`config.mk`:
```
export PLATFORM = sky130hd
export DESIGN_NAME = adder_16_arbiter
export DESIGN_NICKNAME = d
export VERILOG_FILES = /design/src/rtl/adder_16_arbiter_pkg.sv /design/src/rtl/adder_16_arbiter_adder_16.sv /design/src/rtl/adder_16_arbiter.sv
export SDC_FILE = /design/constraint.sdc
export NUM_CORES = 1
export LEC_CHECK = 0
export CAP_MARGIN = 10
export CORE_MARGIN = 4
export CORE_UTILIZATION = 50
export CTS_CLUSTER_DIAMETER = 40
export DETAILED_ROUTE_END_ITERATION = 7
export PLACE_DENSITY = 0.95
export SYNTH_ARGS = -nofsm -noshare
export SYNTH_HDL_FRONTEND = slang
export SYNTH_SLANG_ARGS = --single-unit
```
`constraint.sdc`:
```
create_clock -name clk -period 4.4 [get_ports clk]
set_input_delay 0.44 -clock clk [delete_from_list [all_inputs] [get_ports clk]]
set_output_delay 0.44 -clock clk [all_outputs]
set_load 0.02 [all_outputs]
```
`src/rtl/adder_16_arbiter_pkg.sv`:
```
// Shared types and constants for the two-requester 16-bit adder arbiter.
// Latency: none (declarations only).
// Backpressure: none (declarations only).
//
// Contents:
//   WIDTH_DEFAULT - operand/sum width of the shared datapath
//   state_e       - control FSM encoding (IDLE=0, EXEC=1, RESP=2)
//   grant_t       - arbitration decision (valid + winning requester id)
//   arb_pick()    - two-way round-robin pick against the last grant
package adder_16_arbiter_pkg;

    localparam int WIDTH_DEFAULT = 16;

    typedef enum logic [1:0] {
        IDLE = 2'd0,
        EXEC = 2'd1,
        RESP = 2'd2
    } state_e;

    typedef struct packed {
        logic vld;
        logic id;
    } grant_t;

    // A lone requester always wins.
    // When both requesters are valid, the one that did not win last time is granted.
    function automatic grant_t arb_pick(input logic v0, input logic v1, input logic last_id);
        grant_t g;
        g.vld = 1'b0;
        g.id  = 1'b0;
        if (v0 && v1) begin
            g.vld = 1'b1;
            g.id  = ~last_id;
        end else if (v0) begin
            g.vld = 1'b1;
            g.id  = 1'b0;
        end else if (v1) begin
            g.vld = 1'b1;
            g.id  = 1'b1;
        end
        return g;
    endfunction

endpackage

```
`src/rtl/adder_16_arbiter_adder_16.sv`:
```
// 16-bit modulo adder used as the shared datapath of the arbiter.
// Latency: combinational.
// Backpressure: none. The carry out of bit 15 is discarded and no overflow is reported.
//
// Ports:
//   a, b - operands
//   sum  - (a + b) mod 2^16
module adder_16 (
    input  logic [15:0] a,
    input  logic [15:0] b,
    output logic [15:0] sum
);

    // The add is evaluated in a 16-bit context, so the carry out of bit 15 is dropped.
    assign sum = a + b;

endmodule

```
`src/rtl/adder_16_arbiter.sv`:
```
// Arbitrates two operand requesters onto one shared 16-bit adder and returns a tagged sum.
// Latency: rsp_valid rises 2 cycles after the acceptance edge; a new request can issue at most every 3 cycles.
// Backpressure: rsp_ready=0 holds the response in RESP. No request is accepted until that response is consumed.
//
// Ports:
//   clk, rst                         - clock; asynchronous active-high reset
//   reqN_valid, reqN_a, reqN_b       - requester N operands (N = 0, 1)
//   reqN_ready                       - high only in IDLE, for the granted and valid requester
//   rsp_valid, rsp_sum, rsp_id       - registered result and the id of its owner
//   rsp_ready                        - consumer accepts the result
module adder_16_arbiter
    import adder_16_arbiter_pkg::*;
#(
    // The shared datapath is a fixed 16-bit adder, so only 16 is meaningful.
    parameter int WIDTH = WIDTH_DEFAULT
) (
    input  logic             clk,
    input  logic             rst,

    input  logic             req0_valid,
    input  logic [WIDTH-1:0] req0_a,
    input  logic [WIDTH-1:0] req0_b,
    output logic             req0_ready,

    input  logic             req1_valid,
    input  logic [WIDTH-1:0] req1_a,
    input  logic [WIDTH-1:0] req1_b,
    output logic             req1_ready,

    output logic             rsp_valid,
    output logic [WIDTH-1:0] rsp_sum,
    output logic             rsp_id,
    input  logic             rsp_ready
);

    state_e           state_q,      state_d;
    logic             last_grant_q, last_grant_d;
    logic [WIDTH-1:0] op_a_q,       op_a_d;
    logic [WIDTH-1:0] op_b_q,       op_b_d;
    logic             op_id_q,      op_id_d;
    logic [WIDTH-1:0] rsp_sum_q,    rsp_sum_d;
    logic             rsp_id_q,     rsp_id_d;

    grant_t           grant;
    logic             accept;
    logic [WIDTH-1:0] add_sum;

    // ------------------------------------------------------------------
    // Grant. It is evaluated only in IDLE and is suppressed while rst is high.
    // A granted requester is valid by construction, so an active grant
    // means the request is accepted at the next edge.
    // ------------------------------------------------------------------
    always_comb begin
        grant.vld = 1'b0;
        grant.id  = 1'b0;
        if ((state_q == IDLE) && !rst) begin
            grant = arb_pick(req0_valid, req1_valid, last_grant_q);
        end
    end

    assign accept     = grant.vld;
    assign req0_ready = grant.vld && !grant.id;
    assign req1_ready = grant.vld &&  grant.id;

    // ------------------------------------------------------------------
    // Shared datapath. It is fed only from the operand registers, so
    // there is no combinational path from the request ports to rsp_sum.
    // ------------------------------------------------------------------
    adder_16 u_adder (
        .a   (op_a_q),
        .b   (op_b_q),
        .sum (add_sum)
    );

    // ------------------------------------------------------------------
    // Next-state and datapath register updates.
    // ------------------------------------------------------------------
    always_comb begin
        state_d      = state_q;
        last_grant_d = last_grant_q;
        op_a_d       = op_a_q;
        op_b_d       = op_b_q;
        op_id_d      = op_id_q;
        rsp_sum_d    = rsp_sum_q;
        rsp_id_d     = rsp_id_q;

        case (state_q)
            IDLE: begin
                if (accept) begin
                    op_a_d       = grant.id ? req1_a : req0_a;
                    op_b_d       = grant.id ? req1_b : req0_b;
                    op_id_d      = grant.id;
                    last_grant_d = grant.id;
                    state_d      = EXEC;
                end
            end
            EXEC: begin
                rsp_sum_d = add_sum;
                rsp_id_d  = op_id_q;
                state_d   = RESP;
            end
            RESP: begin
                // The result stays on the outputs until the consumer takes it.
                if (rsp_ready) begin
                    state_d = IDLE;
                end
            end
            default: begin
                state_d = IDLE;
            end
        endcase
    end

    // last_grant resets to 1 so that requester 0 wins the first tie.
    always_ff @(posedge clk or posedge rst) begin
        if (rst) begin
            state_q      <= IDLE;
            last_grant_q <= 1'b1;
            op_a_q       <= '0;
            op_b_q       <= '0;
            op_id_q      <= 1'b0;
            rsp_sum_q    <= '0;
            rsp_id_q     <= 1'b0;
        end else begin
            state_q      <= state_d;
            last_grant_q <= last_grant_d;
            op_a_q       <= op_a_d;
            op_b_q       <= op_b_d;
            op_id_q      <= op_id_d;
            rsp_sum_q    <= rsp_sum_d;
            rsp_id_q     <= rsp_id_d;
        end
    end

    assign rsp_valid = (state_q == RESP);
    assign rsp_sum   = rsp_sum_q;
    assign rsp_id    = rsp_id_q;

endmodule
```
==> reports/qor.yml, run 1 <==
run_status:
  status: "complete, no violations"
critical_path:
  end_kind: "output port"
  crit_chain: "clkdlybuf4s50_1 -> nor3_1 -> o21ai_2 -> a21oi_2 -> clkdlybuf4s50_1"
  cpMaxStageDelayCell: "clkdlybuf4s50_1"
  worstPathMaxFanout: 2
  path_buf_inv: 2
  worstSetupStartpointType: "input pin"
  arrival_ns: 2.22
  slowest_delay_ns: 0.63
  critPathKind: "input pin to output port"
  required_ns: 3.96
  critPathTopFamily: "buffers and inverters"
  timing.critical_path.mode_cell: "clkdlybuf4s50_1"
final_layout:
  area_delta_synth_final_pct: 36.9
  final_area_um2: 3920
  multi_input_area_um2: 1320
  fin_nets: 462
  final-seq-area_um2: 1330
  drive_above_1_share_pct: 5.56
  fill_cells: 437
  antennaDiodeCount: 0
floorplan:
  io_pins: 89
  die_y_um: 83.7
  start_util_pct: 51.7
  rows: 27
  die-area_um2: 7000
  core_area_um2: 5540
  die_w_um: 83.7
cts:
  h-tree-depth: 2
  clk_path_buf_depth: 2
  clkTransAtPathRegs_ns: 0.09
  clock-root-buffer: "clkbuf_8"
  clock_sinks: 53
  cts_tree: "done"
  hold_buffers: 0
  cts_resized: 0
  cts_setup_buffers: 0
  numCtsBuffers: 5
  insertion_delay_ns: 0.31
min_path:
  hp-class: "register to register"
timing:
  fmax_mhz: 375
  fin_setup_tns_ns: 0
  fin_ws_ns: 1.74
  worst-slew-pin-transition_ns: 0.777
  relSlewSlack_pct: 48.1
  finalCritPeriodShare_pct: 60.6
  period_needed_ns: 2.66
  slew_viol_final: 0
  clock_skew_ns: 0.00829
  hold_ws_ns: 0.483
  hold_viol: 0
  finalSetupViolCount: 0
  rsz0062_at_grt: "false"
place:
  post-place-ws_ns: 1.77
  postPlaceCellArea_um2: 3800
  io_buffers: 88
  hpwl_mm: 5.56
  place_congestion: 0.904
drt:
  totalWireLength_mm: 7.45
  vias_per_cell: 5.83
  drt_iter0_drc: 304
  first_pass_iters: 8
  wire_per_inst_um: 16.6
  drc: 0
  vias: 2625
  ant_nets: 0
synthesis:
  synthCells: 295
  ys_seq_area_share_pct: 46.4
  ys_async_sr_fraction_pct: 100
  synth_warnings: 0
  ys_ff_latch: 53
  synthFlopType: "dfrtp_1"
  yosysUniqueCellTypes: 43
  yosysTopAreaCellShare_pct: 45.4
  synth_enable_flop_cells: 0
  yosysTopAreaCell: "dfrtp_1"
  synthTopCellsByArea: "dfrtp_1, a222oi_1, ha_1"
  syn_nets: 380
  syn_area_um2: 2860
  syn-mean-instance-area_um2: 9.71
global_route:
  grt_pass1_wl_mm: 12.1
  grt_max_degree: 54
  grt_antenna_before_repair: 0
  grt_overflow_total: 0
  grtUsageTotal_pct: 21.2
  grt_pass1_vias: 2497
flow_run:
  max_cap_viol_count: 0
power_and_ir_drop:
  ir_drop_mv: 0.329
  p_leak_nw: 1.82
  power.density_nw_per_um2: 707
[cell type report]
cell class / instances / share of cell area [%]
inverters: 40 / 3.83
repair buffers: 93 / 23.7
well taps: 72 / 2.30
flip-flops and latches: 53 / 33.9
multi-input cells: 184 / 33.6
clock buffers: 7 / 2.46
clock inverters: 1 / 0.223
[metrics by stage]
step / total power, mW / instances / util (%)
after floorplan: 1.94 / 295 / -
after global placement: 2.38 / 441 / 68.5
after detailed placement: 2.45 / 441 / 68.5
after CTS: 2.76 / 449 / 70.4
after global routing: 2.98 / 450 / 70.8
final: 2.77 / 450 / 70.8
[sequential cells by signal (all words and copies together) (netlist names)]
name          count
state_q           2
op_a_q           16
op_id_q           1
rsp_id            1
last_grant_q      1
rsp_sum          16
op_b_q           16
[cells in the final DEF, fill, tap and decap left out, types with 2 or more instances in the layout]
master	count
dfrtp_1	52
ha_1	15
clkdlybuf4s50_1	88
inv_1	39
a222oi_1	32
xor2_1	4
nand2b_1	3
o21ai_0	7
and3_1	2
a21o_1	4
or4_1	2
nand2_1	32
nand4_1	5
buf_4	4
o211ai_1	6
nor2_1	10
nor3_1	4
nand3_1	6
clkbuf_8	7
xnor2_1	4
a21oi_1	18
o21ai_1	8
[worst min-delay path: stages, from the launching register on]
cell	delay, ns
dfrtp_1	0.35
nand2_1	0.05
o31ai_1	0.05
[cells in the mapped netlist (all sizes together) (2+ instances only)]
library cell,instances
a21o,4
nand2,33
and3,2
o31ai,2
buf,4
nand3,6
a31oi,2
a21oi,19
nand2b,3
nor2,10
xnor2,4
or4,2
xor2,4
dfrtp,52
o211ai,6
nand4,5
ha,15
nor3,4
o21ai,16
a222oi,32
inv,40
clkbuf,14
[report_power, final]
part / switching [mW] / internal [mW]
logic: 0.897 / 0.700
clock network: 0.162 / 0.146
registers: 0.154 / 0.715
[worst paths after layout]
kind | startpoint | endpoint | slack (ns) | cells past startpoint
setup / recovery | rst | req0_ready | 1.74 | 5
hold / removal | rsp_sum[13] | rsp_sum[13] | 0.48 | 2
setup reg to reg | op_a_q[0] | rsp_sum[12] | 2.16 | 7
hold reg to reg | rsp_sum[13] | rsp_sum[13] | 0.48 | 2
max in group asynchronous | rst | last_grant_q | 3.28 | 3
min in group asynchronous | rst | state_q[1] | 0.52 | 2
[cells by family (layout without fill, tap and decap cells)]
logic type | Yosys count | in the layout | synth area share (%)
buffers and inverters | 58 | 141 | 7.78
XOR/XNOR | 8 | 8 | 2.45
adder cells (fa/ha/maj) | 16 | 16 | 7.25
AO/OA/AOI/OAI | 92 | 92 | 25.1
multiplexers | 1 | 1 | 0.350
flip-flops | 53 | 53 | 46.4
AND/OR/NAND/NOR | 67 | 67 | 10.7
[per-layer routing]
layer / wire (um) / up-vias / GRT usage [%] / part of all wire, %
li1: - / 1258 / - / -
met1: 3180 / 1257 / 28.5 / 43
met2: 3690 / 99 / 35.1 / 50
met3: 478 / 11 / 4.24 / 6.4
met4: 99 / 0 / 5.41 / 1.3
met5: 0 / - / 0 / 0
(Power assumes the default switching activity.)
==> inputs of run 2 (changes only) <==
Settings changed: CORE_UTILIZATION 50 to 47, PLACE_DENSITY 0.95 to 0.92.
Clock period 4.4 ns to 2.49 ns, I/O delays scaled along.
==> run 2 against run 1 <==
The run now ends with DRC left. Critical endpoint is now rsp_sum[12]. Critical path type is now register to register. Highest routed layer unchanged. Via count rose by 0.76%. Largest cell class unchanged. Final cell count rose by 1.3%. Combinational power rose by 76%. Clock skew fell by 0.0011 ns. Global-route usage fell by 0.59 points. Die area rose by 5.8%.
==> reports/qor.yml, run 2 (same netlist as run 1, synthesis figures left out) <==
place:
  io_buffers: 88
  hpwl_mm: 5.79
  place_congestion: 0.901
  post-place-ws_ns: 0.367
timing:
  hold_viol: 0
  fin_setup_tns_ns: 0
  worst-slew-pin-transition_ns: 0.745
  finalCritPeriodShare_pct: 88.6
  finalSetupViolCount: 0
  fmax_mhz: 453
  period_needed_ns: 2.21
  clock_skew_ns: 0.00721
  slew_viol_final: 0
  fin_ws_ns: 0.284
  relSlewSlack_pct: 50.3
  rsz0062_at_grt: "false"
floorplan:
  core_area_um2: 5920
  die_w_um: 86.1
  io_pins: 89
  start_util_pct: 48.4
  rows: 28
  die-area_um2: 7410
  die_y_um: 86.1
cts:
  clkTransAtPathRegs_ns: 0.09
  cts_tree: "done"
  clk_path_buf_depth: 2
  cts_setup_buffers: 0
  hold_buffers: 0
  cts_resized: 0
  clock_sinks: 53
  clock-root-buffer: "clkbuf_8"
  insertion_delay_ns: 0.30
  numCtsBuffers: 5
  h-tree-depth: 2
global_route:
  grt_max_degree: 36
  grtUsageTotal_pct: 20.6
  grt_antenna_before_repair: 0
  grt_pass1_wl_mm: 12.2
  grt_overflow_total: 0
  grt_pass1_vias: 2594
critical_path:
  critPathKind: "register to register"
  worstSetupStartpointType: "register"
  critPathTopFamily: "compound AO/OA/AOI/OAI gates"
  path_buf_inv: 0
  crit_chain: "ha_1 -> fa_1 -> a21oi_1 -> o211ai_1 -> a41oi_1 -> nand2b_1 -> nand3_1"
  end_kind: "register"
  cpMaxStageDelayCell: "fa_1"
  slowest_delay_ns: 0.42
  worstPathMaxFanout: 4
  arrival_ns: 2.39
  required_ns: 2.67
drt:
  drt_iter0_drc: 276
  first_pass_iters: 8
  totalWireLength_mm: 7.43
  vias_per_cell: 5.80
  ant_nets: 0
  wire_per_inst_um: 16.3
  drc: 1
  vias: 2645
final_layout:
  area_delta_synth_final_pct: 36.6
  final_common_cell: "clkdlybuf4s50_1"
  fin_nets: 465
  antennaDiodeCount: 0
  drive_above_1_share_pct: 5.77
  mostFrequentLayoutCells: "clkdlybuf4s50_1, dfrtp_1, inv_1"
flow_run:
  max_cap_viol_count: 0
power_and_ir_drop:
  p_leak_nw: 1.81
  ir_drop_mv: 0.572
  power.density_nw_per_um2: 1230
min_path:
  hp-class: "input pin to async pin"
run_status:
  status: "finished with violations"
  violations: "DRC"
==> run 2: cell types whose count changed in the layout (fill, tap and decap cells not counted) <==
cell and delta:
inv_6 -1, clkbuf_8 -2, clkinv_2 +1, buf_4 +4, buf_12 -1, clkbuf_1 +2
==> run 2: power by group <==
part | internal, mW | switching (mW) | total (mW)
Clock | 0.198 | 0.256 | 0.454
Combinational | 1.24 | 1.58 | 2.82
Sequential | 1.26 | 0.272 | 1.54
Total | 2.70 | 2.10 | 4.81
==> run 2: layout make-up <==
cell class	count	area, um^2
repair buffers	96	941
clock buffers	7	76.3
fillers	494	2010
multi-input cells	184	1320
flip-flops and latches	53	1330
inverters	40	150
well taps	75	93.8
clock inverters	1	5.00
==> run 2: per-layer routing <==
layer	GRT usage [%]	wire length, um	vias to the layer above
met3	4.71	474	11
li1	-	-	1263
met4	5.61	102	0
met1	27.0	3260	1264
met5	0	0	-
met2	34.3	3590	107
==> run 2: worst paths after layout <==
check | slack, ns | start | endpoint | cells after the start
max | 0.28 | op_a_q[0] | rsp_sum[12] | 7
min | 0.28 | rst | op_a_q[4] | 2
max reg2reg | 0.28 | op_a_q[0] | rsp_sum[12] | 7
min reg2reg | 0.48 | rsp_sum[0] | rsp_sum[0] | 2
max in group asynchronous | 1.59 | rst | last_grant_q | 3
min in group clk | 0.48 | rsp_sum[0] | rsp_sum[0] | 2
==> run 2: stage by stage <==
| stage | instance area [um^2] | hold WS, ns | std cells | utilization [%] | total power, mW |
|---|---|---|---|---|---|
| floorplan | 2860 | 0.341 | 295 | - | 3.43 |
| global placement | 3830 | 0.459 | 448 | 64.7 | 4.23 |
| detailed placement | 3830 | 0.465 | 448 | 64.7 | 4.31 |
| CTS | 3910 | 0.279 | 456 | 66.1 | 4.80 |
| global route | 3910 | 0.293 | 456 | 66.1 | 5.18 |
| finish | 3910 | 0.275 | 456 | 66.1 | 4.81 |
==> variant 1, RTL diff (settings of run 2) <==
Re-encode `state_e` (3 states) as one-hot, 3 bits wide.
--- a/src/rtl/adder_16_arbiter_pkg.sv
+++ b/src/rtl/adder_16_arbiter_pkg.sv
@@ -12,8 +12,8 @@
     localparam int WIDTH_DEFAULT = 16;
 
-    typedef enum logic [1:0] {
-        IDLE = 2'd0,
-        EXEC = 2'd1,
-        RESP = 2'd2
+    typedef enum logic [2:0] {
+        IDLE = 3'b001,
+        EXEC = 3'b010,
+        RESP = 3'b100
     } state_e;
 
Check against the original RTL: no difference found for any inputs over 10 cycles, from zero or initial values and one cycle with rst high; not proved beyond that.
==> variant 1 against run 2 <==
  * The flow still finishes with violations (design-rule violations)
  * Sequential cell count grew 1
  * Power shrank 0.68%
  * Worst setup slack worse by 0.18 ns
  * Wire length is 3.6% higher
  * Largest cell class is now multi-input gates
  * Cell count up 0.88%
  * Combinational power fell by 3%
  * Cell area up 2.7%
  * Synthesized area up 3.5%
  * Largest power group unchanged
==> variant 1: results (changes against run 2) <==
GRT
The met2 track demand over resource is 34.0% (-0.30 points). The global routing usage summed across all routing layers is 21.3% (+0.66 points). The first-pass GRT wire length is 12.7 mm (+4.3%). The met3 track demand over resource in global routing is 4.07% (-0.64 points).

Routing
The total wire length after detailed routing is 7.69 mm (+3.6%). The violation count after the first detailed-route iteration is 323 (+17%). The total number of vias is 2648 (+0.11%). The met2 wirelength from detailed routing is 3.65 mm (+1.9%).

The remaining design rule violation count was 9 (+8).

Finish
The number of cells in the finished layout apart from fillers is 460 (+0.88%). The count of inverters other than clock inverters in the layout was 38 (-5.0%). The layout multi-input combinational cell count was 191 (+3.8%). The sequential cell area share came to 33.7% (-0.22 points). The number of buffers other than clock buffers in the final layout is 94 (-2.1%).

The filler cell count in the final layout is 495 (+0.20%). The number of nets in the final layout came to 469 (+0.86%). The fraction of final layout cells with drive strength greater than 1 is 7.27% (+1.5 points).

Setup path
The highest cell delay on the worst timing path is 0.61 ns (+0.19 ns). The worst register-to-register path ends at rsp_sum[10]. The endpoint of the worst setup timing path is req1_ready.

Timing
The achievable clock frequency is 419 MHz (-7.5%). The worst-case hold slack is 0.334 ns (+0.0584 ns). The normalized max-slew margin is 47.0% (-3.3 points). The worst clock skew is 0.00758 ns (+0.000366 ns).

Synthesis
The sequential-to-total area share from yosys stat is 45.7% (-0.68 points). The synthesized net count was 383 (+0.79%). The count of mapped cells out of synthesis is 298 (+1.0%).

The post-synthesis register bit count is 54 (+1.9%).

Placement
The final weighted congestion of routability-driven global placement is 0.926 (+2.8%). The detailed-placement wirelength estimate is 6.07 mm (+5.0%).

Status
The run finished, with violations left. The final reports fail on design-rule violations.
[variant 1: cell count changes after synthesis, moves of 4 or more]
cell | run 2 | this run
nand4_1 | 5 | 0
buf_2 | 4 | 9
o21ai_1 | 9 | 3
o21ai_0 | 7 | 14
o211ai_1 | 6 | 2
clkbuf_1 | 14 | 5
[variant 1: kinds of logic (layout without fill, tap and decap cells)]
kind of cell	count (synthesis)	count (layout)	share of synthesized area, %
AOI/OAI and AO/OA	93	93	24.8
xor gates and xnor gates	9	9	2.66
adders and majority gates	16	16	7.01
buffers and inverters	53	140	7.34
DFF	54	54	45.7
muxes	2	2	0.675
and+or+nand+nor	71	71	11.9
[variant 1: power groups by stage]
stage	sequential, mW	combinational [mW]	clock (mW)
detailed placement	1.58	2.70	0
global route	1.61	3.05	0.527
global placement	1.56	2.66	0
floorplan	1.63	1.76	0
CTS	1.57	2.72	0.494
finish	1.56	2.73	0.483
==> variant 2, RTL diff (settings of run 2) <==
Without the edit above. Make the reset (`rst`) synchronous in one clocked block. Comments in the files are not updated.
--- a/src/rtl/adder_16_arbiter.sv
+++ b/src/rtl/adder_16_arbiter.sv
@@ -113,5 +113,5 @@
 
     // last_grant resets to 1 so that requester 0 wins the first tie.
-    always_ff @(posedge clk or posedge rst) begin
+    always_ff @(posedge clk) begin
         if (rst) begin
             state_q      <= IDLE;
Check against the original RTL: differs if rst is asserted again (counterexample within 4 cycles, from zero or initial values and one cycle with rst high); with rst held inactive, the same outputs for 10 cycles.
==> variant 2 against run 2 <==
  * Synthesized area shrank 8.9%
  * Sequential cell count is the same
  * Worst hold slack improved by 0.18 ns
  * Cell count fell by 1.8%
  * Worst setup slack got worse by 0.059 ns
  * Cell area down 7.5%
  * Wire length fell by 0.46%
  * Highest routed layer unchanged
Power is not compared: it rests on default switching activity, and its combinational part moved more than twofold at a synthesized area within 25%.
==> variant 2: results (changes against run 2) <==
Setup path
The highest cell delay on the worst timing path is 0.62 ns (+0.20 ns). The arrival time at the worst endpoint was 2.02 ns (-0.37 ns). The kind of cell with the highest combined delay along the critical path is buffers and inverters. The endpoint of the lowest-slack register-to-register path is rsp_sum[12]. The reg-to-reg critical path startpoint is op_a_q[0]. On the critical path, the stage with the largest delay is an instance of clkdlybuf4s50_1.

Finish
The number of nets in the final layout is 464 (-0.22%). The fraction of final layout cells with drive strength greater than 1 was 5.56% (-0.22 points).

GRT
The number of global-route vias before repair was 2500 (-3.6%). The first-pass GRT wire length came to 11.6 mm (-4.2%). The largest net degree at the start of global routing is 50 (+39%). The global routing met1 resource utilization is 29.2% (+2.2 points).

The met2 track demand over resource is 36.8% (+2.5 points). The met3 track demand over resource in global routing was 4.45% (-0.26 points). The global routing usage summed across all routing layers is 22.2% (+1.5 points).

Clocking
The number of H-tree levels came to 2 (unchanged). The number of buffers on the longest clock path came to 2 (unchanged). The clock latency of the later-clocked register in the worst-skew pair was 0.30 ns (about the same). Clock-pin slew was measured on the worst setup and hold paths at 0.08 ns.

Routing
The routed length on met3 is 639 um (+35%). The average wire per standard cell is 16.5 um (+1.3%). The remaining design rule violation count is 0 (-1).

The length of routed wiring on met1 is 3.23 mm (-1.0%). The detailed-router iteration count before antenna repair is 6 (-2). The via-per-instance ratio is 6.06 (+4.4%). The met2 wirelength from detailed routing was 3.40 mm (-5.2%).

Synthesis
The synthesized design spends more area on one cell type than any other, namely dfxtp_1. The share of the synthesized netlist area taken by xor and xnor gates came to 1.68% (-0.77 points). The synthesized net count is 383 (+0.79%).

The sequential-to-total area share from yosys stat is 40.7% (-5.7 points). The complex-gate fraction of the synthesized area is 28.2% (+3.1 points). The fraction of synthesized area in multiplexers is 0% (-0.35 points). The adder and majority cell fraction of the synthesized area came to 7.96% (+0.71 points).

The async set or reset register ratio after synthesis is 0% (-100 points). The commonest cells after synthesis are dfxtp_1, nor2_1, a222oi_1, a21oi_1, nand2_1. The count of different cell masters after synthesis was 45 (+4.7%).

Yosys attributes the largest share of cell area to dfxtp_1, a222oi_1, ha_1.

Worst hold path
The path class of the tightest hold or removal check is flop to flop. In this run the most critical hold path is launched from rsp_sum[9].

Placement
The detailed-placement wirelength estimate was 5.60 mm (-3.2%). The final weighted congestion of routability-driven global placement is 0.911 (+1.1%). The post-placement cell area is 3540 um^2 (-7.5%).

Status
The flow ran to the end, and the final reports show no timing, DRC or antenna violations.

Timing
The normalized max-slew margin is 62.9% (+13 points). The worst clock skew came to 0.00515 ns (-0.00206 ns).
## variant 2: changes by cell type after synthesis, moves of 5 or more
cell     before  now
a21oi_1      18   23
inv_1        40    6
nor2_1       10   43
dfrtp_1      52    0
o21ai_0       7   12
dfxtp_1       0   53
nand2_1      32   22
o21ai_1       9    2
## variant 2: logic make-up (layout without fill, tap and decap cells)
kind of cell,after synthesis,in the layout
buf+inv,26,106
compound gates,97,97
xor+xnor,5,5
flops,53,53
fa+ha+maj,16,16
simple gates,101,101
## variant 2: final cells by class
| type | count | area (um^2) |
|---|---|---|
| Fill cell | 431 | 1620 |
| Multi-Input combinational cell | 219 | 1450 |
| Sequential cell | 53 | 1060 |
| Timing Repair Buffer | 94 | 921 |
| Tap cell | 70 | 87.6 |
| Clock buffer | 5 | 68.8 |
| Inverter | 6 | 22.5 |
| Clock inverter | 1 | 5.00 |
## variant 2: metrics by stage
stage,worst slack (ns),utilization [%],total power [mW],hold slack [ns],std cells
3_3_place_gp,0.407,67.6,1.44,0.443,442
6_report,0.225,69.0,1.89,0.456,448
2_1_floorplan,0.528,-,1.23,0.399,298
4_1_cts,0.260,69.0,1.89,0.458,448
3_5_place_dp,0.317,67.6,1.46,0.448,442
5_1_grt,0.0704,69.0,1.98,0.480,448
## variant 2: worst max path at each step
stage               slack [ns]  startpoint          end  cells past startpoint
floorplan                 0.53   op_a_q[0]  rsp_sum[12]                      7
global placement          0.41   op_a_q[0]  rsp_sum[12]                      7
detailed placement        0.32   op_a_q[0]  rsp_sum[12]                      7
CTS                       0.26  state_q[1]   req0_ready                      4
global route              0.07   op_a_q[0]  rsp_sum[10]                      8
finish                    0.23  state_q[1]   req0_ready                      4
